--- config.mk ---
export PLATFORM = sky130hd
export DESIGN_NAME = game_flow_ctrl_flat
export DESIGN_NICKNAME = d
export VERILOG_FILES = /design/src/rtl/game_flow_ctrl_if.sv /design/src/rtl/game_flow_ctrl.sv /design/src/flat_wrapper.sv
export SDC_FILE = /design/constraint.sdc
export NUM_CORES = 1
export LEC_CHECK = 0
export ABC_AREA = 1
export CELL_PAD_IN_SITES_DETAIL_PLACEMENT = 0
export CELL_PAD_IN_SITES_GLOBAL_PLACEMENT = 1
export CORE_MARGIN = 2
export CORE_UTILIZATION = 42
export CTS_CLUSTER_SIZE = 30
export DETAILED_ROUTE_END_ITERATION = 7
export PLACE_DENSITY = 0.9
export SYNTH_ARGS = -nofsm -noshare
export SYNTH_HDL_FRONTEND = slang
export SYNTH_SLANG_ARGS = --single-unit
--- constraint.sdc ---
create_clock -name clk -period 4 [get_ports clk]
set_input_delay 0.6 -clock clk [delete_from_list [all_inputs] [get_ports clk]]
set_output_delay 0.6 -clock clk [all_outputs]
set_load 0.01 [all_outputs]
--- src/rtl/game_flow_ctrl_if.sv ---
// Bundle of the game sequencer's event inputs and HUD/motion outputs.
// The slave side is the sequencer; the master side is whoever drives events.
interface game_flow_ctrl_if;
    logic        frame_tick;
    logic        start_btn;
    logic        pause_btn;
    logic        collision;
    logic [1:0]  state;
    logic [2:0]  lives;
    logic [15:0] score;
    logic        play_en;
    logic        invuln;
    logic        blink;
    logic        game_over;

    modport master (
        output frame_tick, start_btn, pause_btn, collision,
        input  state, lives, score, play_en, invuln, blink, game_over
    );

    modport slave (
        input  frame_tick, start_btn, pause_btn, collision,
        output state, lives, score, play_en, invuln, blink, game_over
    );
endinterface

--- src/rtl/game_flow_ctrl.sv ---
// Top-level game sequencer for the JOJO runner: game state, lives, score,
// post-hit invulnerability with sprite blink, and pause. Motion elsewhere is
// gated by play_en; HUD and blink go to the renderer.
module game_flow_ctrl #(
    parameter int unsigned LIVES_INIT    = 3,
    parameter int unsigned INVULN_FRAMES = 60,
    parameter int unsigned SCORE_DIV     = 6,
    parameter int unsigned BLINK_FRAMES  = 4
) (
    input  logic            clk,
    input  logic            rst,
    game_flow_ctrl_if.slave bus
);
    typedef enum logic [1:0] {
        IDLE = 2'd0,
        PLAY = 2'd1,
        HIT  = 2'd2,
        OVER = 2'd3
    } state_t;

    localparam logic [2:0] LIVES_LOAD = 3'(LIVES_INIT);
    localparam logic [7:0] TIMER_LOAD = 8'(INVULN_FRAMES);
    localparam logic [5:0] DIV_LAST   = 6'(SCORE_DIV - 1);
    localparam logic [5:0] BLINK_LAST = 6'(BLINK_FRAMES - 1);

    state_t      state_q;
    logic [2:0]  lives_q;
    logic [15:0] score_q;
    logic [5:0]  div_q;
    logic [7:0]  timer_q;
    logic [5:0]  blink_cnt_q;
    logic        blink_q;
    logic        paused_q;
    logic        start_q;
    logic        pause_q;

    logic start_rise;
    logic pause_rise;

    assign start_rise = bus.start_btn & ~start_q;
    assign pause_rise = bus.pause_btn & ~pause_q;

    // Sequencer: edge-detect registers, game state, scoring, invulnerability and pause.
    always_ff @(posedge clk) begin
        // Edge-detect registers track the buttons every cycle, reset included,
        // so a button held through reset is not seen as a press.
        start_q <= bus.start_btn;
        pause_q <= bus.pause_btn;
        if (rst) begin
            state_q     <= IDLE;
            lives_q     <= LIVES_LOAD;
            score_q     <= '0;
            div_q       <= '0;
            timer_q     <= '0;
            blink_cnt_q <= '0;
            blink_q     <= 1'b0;
            paused_q    <= 1'b0;
        end else begin
            case (state_q)
                IDLE: begin
                    if (start_rise) begin
                        state_q     <= PLAY;
                        lives_q     <= LIVES_LOAD;
                        score_q     <= '0;
                        div_q       <= '0;
                        timer_q     <= '0;
                        blink_cnt_q <= '0;
                        blink_q     <= 1'b0;
                        paused_q    <= 1'b0;
                    end
                end
                PLAY, HIT: begin
                    // A pause press takes the whole cycle: any collision or
                    // tick arriving with it is dropped.
                    if (pause_rise) begin
                        paused_q <= ~paused_q;
                    end else if (!paused_q) begin
                        if (bus.frame_tick) begin
                            if (div_q == DIV_LAST) begin
                                div_q <= '0;
                                if (score_q != '1) begin
                                    score_q <= score_q + 16'd1;
                                end
                            end else begin
                                div_q <= div_q + 6'd1;
                            end
                        end
                        if (state_q == PLAY) begin
                            if (bus.collision) begin
                                if (lives_q > 3'd1) begin
                                    state_q     <= HIT;
                                    lives_q     <= lives_q - 3'd1;
                                    timer_q     <= TIMER_LOAD;
                                    blink_cnt_q <= '0;
                                    blink_q     <= 1'b1;
                                end else begin
                                    state_q  <= OVER;
                                    lives_q  <= '0;
                                    paused_q <= 1'b0;
                                end
                            end
                        end else if (bus.frame_tick) begin
                            if (timer_q == 8'd1) begin
                                state_q     <= PLAY;
                                timer_q     <= '0;
                                blink_cnt_q <= '0;
                                blink_q     <= 1'b0;
                            end else begin
                                timer_q <= timer_q - 8'd1;
                                if (blink_cnt_q == BLINK_LAST) begin
                                    blink_cnt_q <= '0;
                                    blink_q     <= ~blink_q;
                                end else begin
                                    blink_cnt_q <= blink_cnt_q + 6'd1;
                                end
                            end
                        end
                    end
                end
                OVER: begin
                    if (start_rise) begin
                        state_q  <= IDLE;
                        lives_q  <= LIVES_LOAD;
                        score_q  <= '0;
                        paused_q <= 1'b0;
                    end
                end
                default: begin
                    state_q <= IDLE;
                end
            endcase
        end
    end

    assign bus.state     = state_q;
    assign bus.lives     = lives_q;
    assign bus.score     = score_q;
    assign bus.play_en   = ((state_q == PLAY) || (state_q == HIT)) && !paused_q;
    assign bus.invuln    = (state_q == HIT);
    assign bus.blink     = blink_q;
    assign bus.game_over = (state_q == OVER);
endmodule

--- src/flat_wrapper.sv ---
// flat-port wrapper written by rule: the top's interface ports become plain ports
module game_flow_ctrl_flat 
#(
    parameter int unsigned LIVES_INIT    = 3,
    parameter int unsigned INVULN_FRAMES = 60,
    parameter int unsigned SCORE_DIV     = 6,
    parameter int unsigned BLINK_FRAMES  = 4
)
  (clk, rst, bus_frame_tick, bus_start_btn, bus_pause_btn, bus_collision, bus_state, bus_lives, bus_score, bus_play_en, bus_invuln, bus_blink, bus_game_over);
  game_flow_ctrl_if bus_i ();
  input  logic clk;
  input  logic rst;
  input wire logic [$bits(bus_i.frame_tick)-1:0] bus_frame_tick;
  input wire logic [$bits(bus_i.start_btn)-1:0] bus_start_btn;
  input wire logic [$bits(bus_i.pause_btn)-1:0] bus_pause_btn;
  input wire logic [$bits(bus_i.collision)-1:0] bus_collision;
  output wire logic [$bits(bus_i.state)-1:0] bus_state;
  output wire logic [$bits(bus_i.lives)-1:0] bus_lives;
  output wire logic [$bits(bus_i.score)-1:0] bus_score;
  output wire logic [$bits(bus_i.play_en)-1:0] bus_play_en;
  output wire logic [$bits(bus_i.invuln)-1:0] bus_invuln;
  output wire logic [$bits(bus_i.blink)-1:0] bus_blink;
  output wire logic [$bits(bus_i.game_over)-1:0] bus_game_over;
  assign bus_i.frame_tick = bus_frame_tick;
  assign bus_i.start_btn = bus_start_btn;
  assign bus_i.pause_btn = bus_pause_btn;
  assign bus_i.collision = bus_collision;
  assign bus_state = bus_i.state;
  assign bus_lives = bus_i.lives;
  assign bus_score = bus_i.score;
  assign bus_play_en = bus_i.play_en;
  assign bus_invuln = bus_i.invuln;
  assign bus_blink = bus_i.blink;
  assign bus_game_over = bus_i.game_over;
  game_flow_ctrl #(.LIVES_INIT(LIVES_INIT), .INVULN_FRAMES(INVULN_FRAMES), .SCORE_DIV(SCORE_DIV), .BLINK_FRAMES(BLINK_FRAMES)) u_core (.clk(clk), .rst(rst), .bus(bus_i));
endmodule
# [Yosys cells after proc, flatten, opt, wreduce, memory -nomap -nowiden]
# Cells that the tools add are included.
# Widths: inputs -> output; s select.
[word_totals] ff_bits=45 elab_cells=118
[classes] add_sub_neg=5 order_cmp=1 n_eq_ne=22 muxes=61 bitwise_logic=6 n_reduce_logical=13
[op_table] operator="$mux 16" count=6
[op_table] operator="$mux 6" count=13
[op_table] operator="$mux 8" count=8
[op_table] operator="$pmux 16 s2" count=1
[op_table] operator="$pmux 6 s2" count=2
[op_table] operator="$mux 3" count=6
[op_table] operator="$add 16x1->16 const B" count=1
[op_table] operator="$mux 2" count=8
[op_table] operator="$ne 16x16->1 const B" count=1
[op_table] operator="$pmux 8 s2" count=1
[op_table] operator="$reduce_and 7->1" count=2
[op_table] operator="$add 6x1->6 const B" count=2
[op_table] operator="$mux 1" count=12
[op_table] operator="$ne 2x1->1 const B" count=6
[op_table] operator="$reduce_and 5->1" count=2
[op_table] operator="$eq 8x1->1 const B" count=1
[op_table] operator="$ne 2x2->1 const B" count=4
[op_table] operator="$reduce_and 8->1" count=1
[op_table] operator="$sub 8x1->8 const B" count=1
[op_table] operator="$eq 6x2->1 const B" count=1
[op_table] operator="$eq 6x3->1 const B" count=1
[op_table] operator="$ne 3x3->1 const B" count=2
[op_table] operator="$pmux 2 s3" count=1
[op_table] operator="$pmux 3 s2" count=1
[op_table] operator="other kinds (17)" count=24

# [Logic depth before layout (Yosys ltp)]
# Gate-level depths: netlist of run 1.
[logic_depth] word_depth=8 depth_mapped=13

# [Worst setup path before layout of run 1]
# No wires, ideal clock.
[synth_timing] path_kind="register -> output" from="reg u_core.state_q[0], in the netlist u_core.bus.state[0]" to="out bus_play_en" arrival_ps=1422 t_required_ps=3400 path_slack_ps=1978 path_stages_with_launch=6 path_buffers=1 cell_sequence="dfxtp_1 > inv_1 > ha_1 > inv_2 > clkbuf_1 > nor2_1"
[synth_via] elab_chain_cells=3 elab_cells_between_ends=4 classes_between="eq/ne: 2; reduce/logical: 2"
[synth_lines] element="start, declared" line="game_flow_ctrl.sv:26" text="state_t state_q;"
[synth_lines] element="start signal, assigned" line="game_flow_ctrl.sv:50" text="state_q <= IDLE;"
[synth_lines] element="start signal, assigned" line="game_flow_ctrl.sv:62" text="state_q <= PLAY;"
[synth_lines] element="start signal, assigned" line="game_flow_ctrl.sv:91" text="state_q <= HIT;"
[synth_lines] element="$eq 2x1->1 / $eq 2x2->1 (equally long branches)" line="game_flow_ctrl.sv:138" text="assign bus.play_en = ((state_q == PLAY) || (state_q == HIT)) && !paused_q;"
[synth_lines] element="$logic_or 1x1->1 (*)" line="game_flow_ctrl.sv:138"
[synth_lines] element="$logic_and 1x1->1 (*)" line="game_flow_ctrl.sv:138"
[synth_lines] element="end, declared" line="flat_wrapper.sv:20" text="output wire logic [$bits(bus_i.play_en)-1:0] bus_play_en;"
# Mark *: on every way between the ends. The rest lies on a longest branch, timed or not.

# [Worst setup path after layout of run 1]
# Same ends and word-level chain as after synthesis.

==> load_flow_metrics.sql, run 1 <==
INSERT INTO impl_metrics (metric_group, metric, value, unit) VALUES
('routing', 'drt-met1-wl', '3590', 'um'),
('timing', 'report.final.setup_viol', '0', ''),
('yosys', 'syn_inst', '448', ''),
('floorplan', 'die_width', '85.7', 'um'),
('min_path', 'hold_path_startpoint', 'u_core.div_q[5]$_SDFFE_PP0P_', ''),
('routing', 'dr_wl_met2', '3060', 'um'),
('place', 'gpl.final_weighted_congestion', '0.839', ''),
('routing', 'drt_drc_violations_left', '0', ''),
('yosys', 'ys_seq_elements', '45', ''),
('floorplan', 'fp.coreArea', '6390', 'sq um'),
('timing', 'holdWs', '0.503', 'ns'),
('yosys', 'netlist_top_cells_area', 'sky130_fd_sc_hd__dfxtp_1 (32%), sky130_fd_sc_hd__nand2_1 (16%), sky130_fd_sc_hd__nor2_1 (9.0%), sky130_fd_sc_hd__inv_1 (8.0%), sky130_fd_sc_hd__nand3_1 (8.0%)', ''),
('power', 'power.static_leakage', '1.37', 'nW'),
('finish', 'share_of_post_route_cells_with_drive_strength_above_1', '5.01', '%'),
('setup_path', 'endpoint_kind', 'output port', ''),
('yosys', 'synthesis.area', '2800', 'sq um'),
('finish', 'multi_input_area', '1610', 'sq um'),
('yosys', 'post-synth-top-area-fraction', '32.1', '%'),
('finish', 'final_non_filler_cells', '556', ''),
('routing', 'routed-wl-met3', '215', 'um'),
('setup_path', 'crit-reg2reg-launch', 'u_core.bus.state[0]$_SDFFE_PP0P_', ''),
('clock_tree', 'cts-buffers-inserted', '5', ''),
('clock_tree', 'cts_repair_resize_count', '0', ''),
('floorplan', 'effective_utilization_at_floorplan', '43.9', '%'),
('timing', 'setup-tns-final', '0', 'ns'),
('yosys', 'post-synth-top-area-cell', 'sky130_fd_sc_hd__dfxtp_1', ''),
('setup_path', 'crit_path_max_fo', '17', ''),
('place', 'postPlaceCellArea', '3170', 'sq um'),
('clock_tree', 'tritoncts', 'built', ''),
('setup_path', 'startpoint', 'u_core.bus.state[0]$_SDFFE_PP0P_', ''),
('yosys', 'syn_nets', '466', ''),
('min_path', 'hold_path_class', 'reg -> reg', ''),
('routing', 'drt-wirelength-per-cell', '12.5', 'um'),
('yosys', 'yosysWarningCount', '0', ''),
('setup_path', 'cp.required', '3.40', 'ns'),
('finish', 'postLayoutCellArea', '3280', 'sq um'),
('routing', 'drt_first_iter_violations', '170', ''),
('clock_tree', 'clock-root-buffer', 'sky130_fd_sc_hd__clkbuf_8', ''),
('timing', 'maxClockFrequency', '0.357', 'GHz'),
('global_routing', 'grt_max_degree', '23', ''),
('global_routing', 'grt_antenna_before_repair', '0', ''),
('timing', 'final_period_minus_worst_setup_slack', '2.80', 'ns'),
('floorplan', 'chipHeight', '85.7', 'um'),
('setup_path', 'reg2reg_slack', '1.25', 'ns'),
('clock_tree', 'holdBufCountCts', '0', ''),
('routing', 'antenna_violating_nets_post_route', '0', ''),
('status', 'run_status', 'completed', ''),
('setup_path', 'reg2reg_depth', '13', ''),
('clock_tree', 'htreeDepth', '2', ''),
('clock_tree', 'clock_latency', '0.30', 'ns'),
('setup_path', 'critical_path_arrival', '2.20', 'ns'),
('floorplan', 'std_cell_rows', '29', ''),
('floorplan', 'floorplan.die_area', '7340', 'sq um'),
('timing', 'finalHoldViolations', '0', ''),
('routing', 'routed_wl', '6920', 'um'),
('yosys', 'synth_cell_type_count', '29', ''),
('finish', 'number_of_antenna_cells_inserted', '0', ''),
('yosys', 'synthesis.area_per_instance', '6.26', 'sq um'),
('floorplan', 'ioPinCount', '31', ''),
('global_routing', 'grt_first_pass_wirelength', '11700', 'um'),
('place', 'dpl.hpwl', '4970', 'um'),
('setup_path', 'critical_path.reg2reg.endpoint', 'u_core.blink_cnt_q[4]$_SDFFE_PP0P_', ''),
('clock_tree', 'clockBufferDepth', '2', ''),
('yosys', 'synth-seq-area-share', '32.1', '%'),
('routing', 'drt-vias-per-instance', '5.05', ''),
('power', 'power.ir.vdd_worst', '0.000274', 'V'),
('power', 'total_power', '0.00193', 'W'),
('timing', 'worstMarginPinSlew', '0.740', 'ns'),
('timing', 'final.setup_skew', '0.00702', 'ns'),
('global_routing', 'grt.total_usage', '19.4', '%'),
('global_routing', 'grt_overflow', '0', '');
==> metrics by stage <==
stage,setup slack [ns],util (%)
CTS,1.17,51.4
finish,1.20,51.4
detailed placement,1.30,49.6
global placement,1.37,49.6
floorplan,1.98,-
global route,0.925,51.4
==> layer usage <==
metal | global-route usage, % | up-vias
li1 | - | 1470
met3 | 2.60 | 5
met5 | 0 | -
met2 | 31.1 | 58
met1 | 27.8 | 1277
met4 | 4.18 | 0
==> synthesized netlist by cell type (all sizes together) <==
cell type and instances:
xor2 5, a21oi 24, a22oi 2, nor3b 2, dfxtp 45, ha 12, xnor2 3, o21bai 2
nor3 6, o211ai 1, nand3 47, inv 64, nand2 124, nor2 72, or2 1, o21ai 20
buf 4, nand4 8, clkbuf 5, a31oi 1
==> report_power, final <==
part / total, W / internal [W] / switching, W
registers: 0.000590 / 0.000520 / 0.0000700
logic: 0.000967 / 0.000325 / 0.000642
clock network: 0.000370 / 0.000204 / 0.000166
==> layout make-up <==
class,count,area share (%)
flip-flops and latches,45,27.4
well taps,77,2.93
inverters,64,7.32
repair buffers,32,9.60
clock inverters,1,0.915
clock buffers,7,2.63
multi-input cells,330,49.2
==> worst min-delay path by stage <==
stage	endpoint	slack [ns]	depth (start not counted)
3_3_place_gp	u_core.timer_q[5]$_SDFFE_PP0P_	0.48	2
5_1_grt	u_core.div_q[5]$_SDFFE_PP0P_	0.53	2
2_1_floorplan	u_core.timer_q[5]$_SDFFE_PP0P_	0.46	2
3_5_place_dp	u_core.timer_q[5]$_SDFFE_PP0P_	0.49	2
6_report	u_core.div_q[5]$_SDFFE_PP0P_	0.50	2
4_1_cts	u_core.timer_q[5]$_SDFFE_PP0P_	0.50	2
==> worst max-delay path, stage by stage (launching register included) <==
cell and delay (ns):
sky130_fd_sc_hd__dfxtp_1 0.43, sky130_fd_sc_hd__inv_1 0.11, sky130_fd_sc_hd__ha_1 0.29, sky130_fd_sc_hd__buf_4 0.20, sky130_fd_sc_hd__inv_2 0.18, sky130_fd_sc_hd__nor2_1 0.14
sky130_fd_sc_hd__clkdlybuf4s50_1 0.55
==> placed cells by master, fill, tap and decap left out <==
master / count
sky130_fd_sc_hd__nand2_1: 123
sky130_fd_sc_hd__buf_4: 2
sky130_fd_sc_hd__dfxtp_1: 45
sky130_fd_sc_hd__a21oi_1: 24
sky130_fd_sc_hd__nand3_2: 2
sky130_fd_sc_hd__nor3b_1: 2
sky130_fd_sc_hd__a31oi_2: 1
sky130_fd_sc_hd__inv_2: 4
sky130_fd_sc_hd__ha_1: 12
sky130_fd_sc_hd__o211ai_1: 1
sky130_fd_sc_hd__bufinv_16: 1
sky130_fd_sc_hd__nor2_2: 2
sky130_fd_sc_hd__o21bai_1: 2
sky130_fd_sc_hd__clkbuf_8: 6
sky130_fd_sc_hd__nand4_1: 7
sky130_fd_sc_hd__a22oi_1: 2
sky130_fd_sc_hd__clkbuf_1: 1
sky130_fd_sc_hd__nor2_1: 67
sky130_fd_sc_hd__inv_1: 60
sky130_fd_sc_hd__nand3_1: 45
sky130_fd_sc_hd__nand2_4: 1
sky130_fd_sc_hd__o21ai_1: 4
sky130_fd_sc_hd__nand4_2: 1
sky130_fd_sc_hd__xnor2_1: 3
sky130_fd_sc_hd__o21ai_0: 16
sky130_fd_sc_hd__nor2_4: 3
sky130_fd_sc_hd__nor3_1: 6
sky130_fd_sc_hd__or2_2: 1
sky130_fd_sc_hd__xor2_1: 5
sky130_fd_sc_hd__clkdlybuf4s50_1: 30
==> cells by family (layout without fill, tap and decap cells) <==
family / Yosys count / count (layout) / synth area share, %
adder cells (fa/ha/maj): 12 / 12 / 5.36
buffers and inverters: 73 / 104 / 10.3
XOR/XNOR: 8 / 8 / 2.50
AO/OA/AOI/OAI: 50 / 50 / 9.64
flip-flops: 45 / 45 / 32.1
AND/OR/NAND/NOR: 260 / 260 / 40.1
==> registers in the layout (all words and copies together), names as in the netlist <==
register / count
u_core.bus.score: 16
u_core.bus.state: 2
u_core.pause_q: 1
u_core.blink_cnt_q: 6
u_core.paused_q: 1
u_core.div_q: 6
u_core.bus.lives: 3
u_core.start_q: 1
u_core.timer_q: 8
u_core.bus.blink: 1
No activity file was read; power rests on OpenSTA's default activity.
==> run 2: changes to the inputs <==
CORE_UTILIZATION = 39   (was 42)
PLACE_DENSITY = 0.85   (was 0.9)
clock period = 2.9 ns   (was 4 ns; I/O delays follow)
==> load_flow_metrics.sql, run 2 (synthesis gave the netlist of run 1 again) <==
INSERT INTO impl_metrics (metric_group, metric, value, unit) VALUES
('clock_tree', 'holdBufCountCts', '0', ''),
('floorplan', 'ioPinCount', '31', ''),
('clock_tree', 'cts-buffers-inserted', '5', ''),
('finish', 'leading_cell_type_in_the_layout_fill_and_taps_excluded', 'sky130_fd_sc_hd__nand2_1', ''),
('setup_path', 'crit_path_max_fo', '12', ''),
('status', 'run_status', 'completed', ''),
('finish', 'number_of_flip_flops_under_the_largest_register_name', '16', ''),
('timing', 'final.setup_skew', '0.00474', 'ns'),
('finish', 'layout.nets', '499', ''),
('run', 'cap_viol_max_count', '0', ''),
('routing', 'vias', '2827', ''),
('global_routing', 'first_global_vias', '2592', ''),
('place', 'dpl.hpwl', '5060', 'um'),
('global_routing', 'grt_max_degree', '19', ''),
('floorplan', 'chipHeight', '88.8', 'um'),
('setup_path', 'timing.critical_path.cells', 'inv_1 > ha_1 > inv_2 > nor2_1 > clkdlybuf4s50_1', ''),
('timing', 'post-route-period-util', '92.3', '%'),
('routing', 'routed_wl', '6850', 'um'),
('timing', 'maxClockFrequency', '0.373', 'GHz'),
('timing', 'setup-tns-final', '0', 'ns'),
('clock_tree', 'tritoncts', 'built', ''),
('power', 'total_power', '0.00262', 'W'),
('setup_path', 'endpoint_kind', 'output port', ''),
('clock_tree', 'tritoncts_num_sinks', '45', ''),
('setup_path', 'max_stage_delay', '0.55', 'ns'),
('routing', 'drt-wirelength-per-cell', '11.9', 'um'),
('min_path', 'hold_path_class', 'reg -> reg', ''),
('floorplan', 'fp.coreArea', '6870', 'sq um'),
('finish', 'top_library_cells_by_usage_in_the_layout_fill_and_taps_aside', 'sky130_fd_sc_hd__nand2_1 (123), sky130_fd_sc_hd__nor2_1 (67), sky130_fd_sc_hd__inv_1 (60), sky130_fd_sc_hd__nand3_1 (45), sky130_fd_sc_hd__dfxtp_1 (45)', ''),
('timing', 'worst_slew_margin_rel', '57.3', '%'),
('finish', 'share_of_post_route_cells_with_drive_strength_above_1', '5.81', '%'),
('global_routing', 'grt.total_usage', '19.1', '%'),
('timing', 'worstMarginPinSlew', '0.641', 'ns'),
('setup_path', 'critical_path_arrival', '2.24', 'ns'),
('timing', 'rsz_0062_raised_after_global_routing', 'no', ''),
('setup_path', 'setup.worst_path.class', 'reg -> out', ''),
('clock_tree', 'cts_repair_resize_count', '0', ''),
('setup_path', 'cp.required', '2.47', 'ns'),
('timing', 'report.final.setup_viol', '0', ''),
('power', 'power.ir.vdd_worst', '0.000238', 'V'),
('routing', 'drtPass1Iterations', '4', ''),
('place', 'post-place-cells', '570', ''),
('timing', 'finalHoldViolations', '0', ''),
('setup_path', 'critical_path.slowest_cell', 'sky130_fd_sc_hd__clkdlybuf4s50_1', ''),
('routing', 'drt-vias-per-instance', '4.89', ''),
('clock_tree', 'clock-root-buffer', 'sky130_fd_sc_hd__clkbuf_8', ''),
('power', 'p_per_area', '789', 'nW/um^2'),
('floorplan', 'std_cell_rows', '30', ''),
('floorplan', 'floorplan.die_area', '7880', 'sq um'),
('global_routing', 'grt_antenna_before_repair', '0', ''),
('routing', 'drt_first_iter_violations', '130', ''),
('setup_path', 'critPathTopFamily', 'buffers and inverters', ''),
('clock_tree', 'cts_setup_buffers', '0', ''),
('setup_path', 'crit_path_start_kind', 'register', ''),
('clock_tree', 'cts.reportedPaths.clkPinSlew', '0.08', 'ns'),
('setup_path', 'reg2reg_slack', '0.39', 'ns'),
('setup_path', 'crit_buf_inv', '3', ''),
('place', 'io_buffers', '30', ''),
('place', 'gpl.final_weighted_congestion', '0.778', ''),
('clock_tree', 'clockBufferDepth', '2', ''),
('global_routing', 'grt_first_pass_wirelength', '12000', 'um'),
('clock_tree', 'clock_latency', '0.30', 'ns'),
('finish', 'number_of_antenna_cells_inserted', '0', ''),
('floorplan', 'die_width', '88.8', 'um'),
('finish', 'final_non_filler_cells', '578', ''),
('finish', 'area.growth.synth_to_final', '18.3', '%'),
('global_routing', 'grt_overflow', '0', ''),
('floorplan', 'effective_utilization_at_floorplan', '40.8', '%'),
('routing', 'antenna_violating_nets_post_route', '0', ''),
('timing', 'final_period_minus_worst_setup_slack', '2.68', 'ns'),
('power', 'power.static_leakage', '1.38', 'nW'),
('clock_tree', 'htreeDepth', '2', ''),
('timing', 'final_slew_violations', '0', ''),
('routing', 'drt_drc_violations_left', '0', '');
[run 2: changes by cell type in the layout (fill, tap and decap cells not counted)]
cell | before | now
sky130_fd_sc_hd__clkbuf_8 | 6 | 7
sky130_fd_sc_hd__buf_4 | 2 | 5
sky130_fd_sc_hd__clkinv_2 | 0 | 1
sky130_fd_sc_hd__bufinv_16 | 1 | 0
sky130_fd_sc_hd__clkbuf_1 | 1 | 0
[run 2: worst paths after layout]
check / startpoint / to / depth (start not counted)
max: u_core.bus.state[0]$_SDFFE_PP0P_ / bus_play_en / 5
min: u_core.div_q[5]$_SDFFE_PP0P_ / u_core.div_q[5]$_SDFFE_PP0P_ / 2
max reg2reg: u_core.bus.state[0]$_SDFFE_PP0P_ / u_core.timer_q[5]$_SDFFE_PP0P_ / 11
min reg2reg: u_core.div_q[5]$_SDFFE_PP0P_ / u_core.div_q[5]$_SDFFE_PP0P_ / 2
[run 2: worst min-delay path: stages, from the launching register on]
cell and delay [ns]:
sky130_fd_sc_hd__dfxtp_1 0.33, sky130_fd_sc_hd__nor2_1 0.10, sky130_fd_sc_hd__nor2_1 0.05
[run 2: cell type report]
type                            instances  area [sq um]
Fill cell                             716          3550
Multi-Input combinational cell        330          1610
Sequential cell                        45           901
Timing Repair Buffer                   35           338
Inverter                               64           240
Tap cell                               96           120
Clock buffer                            7          96.3
Clock inverter                          1          5.00
[run 2: through the flow]
step / utilization (%) / instance area, sq um / setup WS, ns / hold slack (ns)
floorplan: - / 2800 / 0.920 / 0.456
global placement: 46.8 / 3210 / 0.432 / 0.489
detailed placement: 46.8 / 3210 / 0.414 / 0.493
CTS: 48.3 / 3310 / 0.162 / 0.507
global route: 48.3 / 3310 / 0.0267 / 0.539
finish: 48.3 / 3310 / 0.222 / 0.512
[run 2: per-layer routing]
layer  GRT usage, %  share of wire (%)  up-vias  wire [um]
li1               -                  -     1481          -
met1           26.5                 51     1287       3470
met2           30.9                 45       53       3110
met3           3.54                3.0        6        206
met4           4.13               0.95        0         65
met5              0                  0        -          0
[run 2: report_power, final]
part	switching (W)	leakage, nW	internal, W
registers	0.000101	0.366	0.000718
clock network	0.000218	0.0542	0.000216
logic	0.000889	0.956	0.000475
total	0.00121	1.38	0.00141
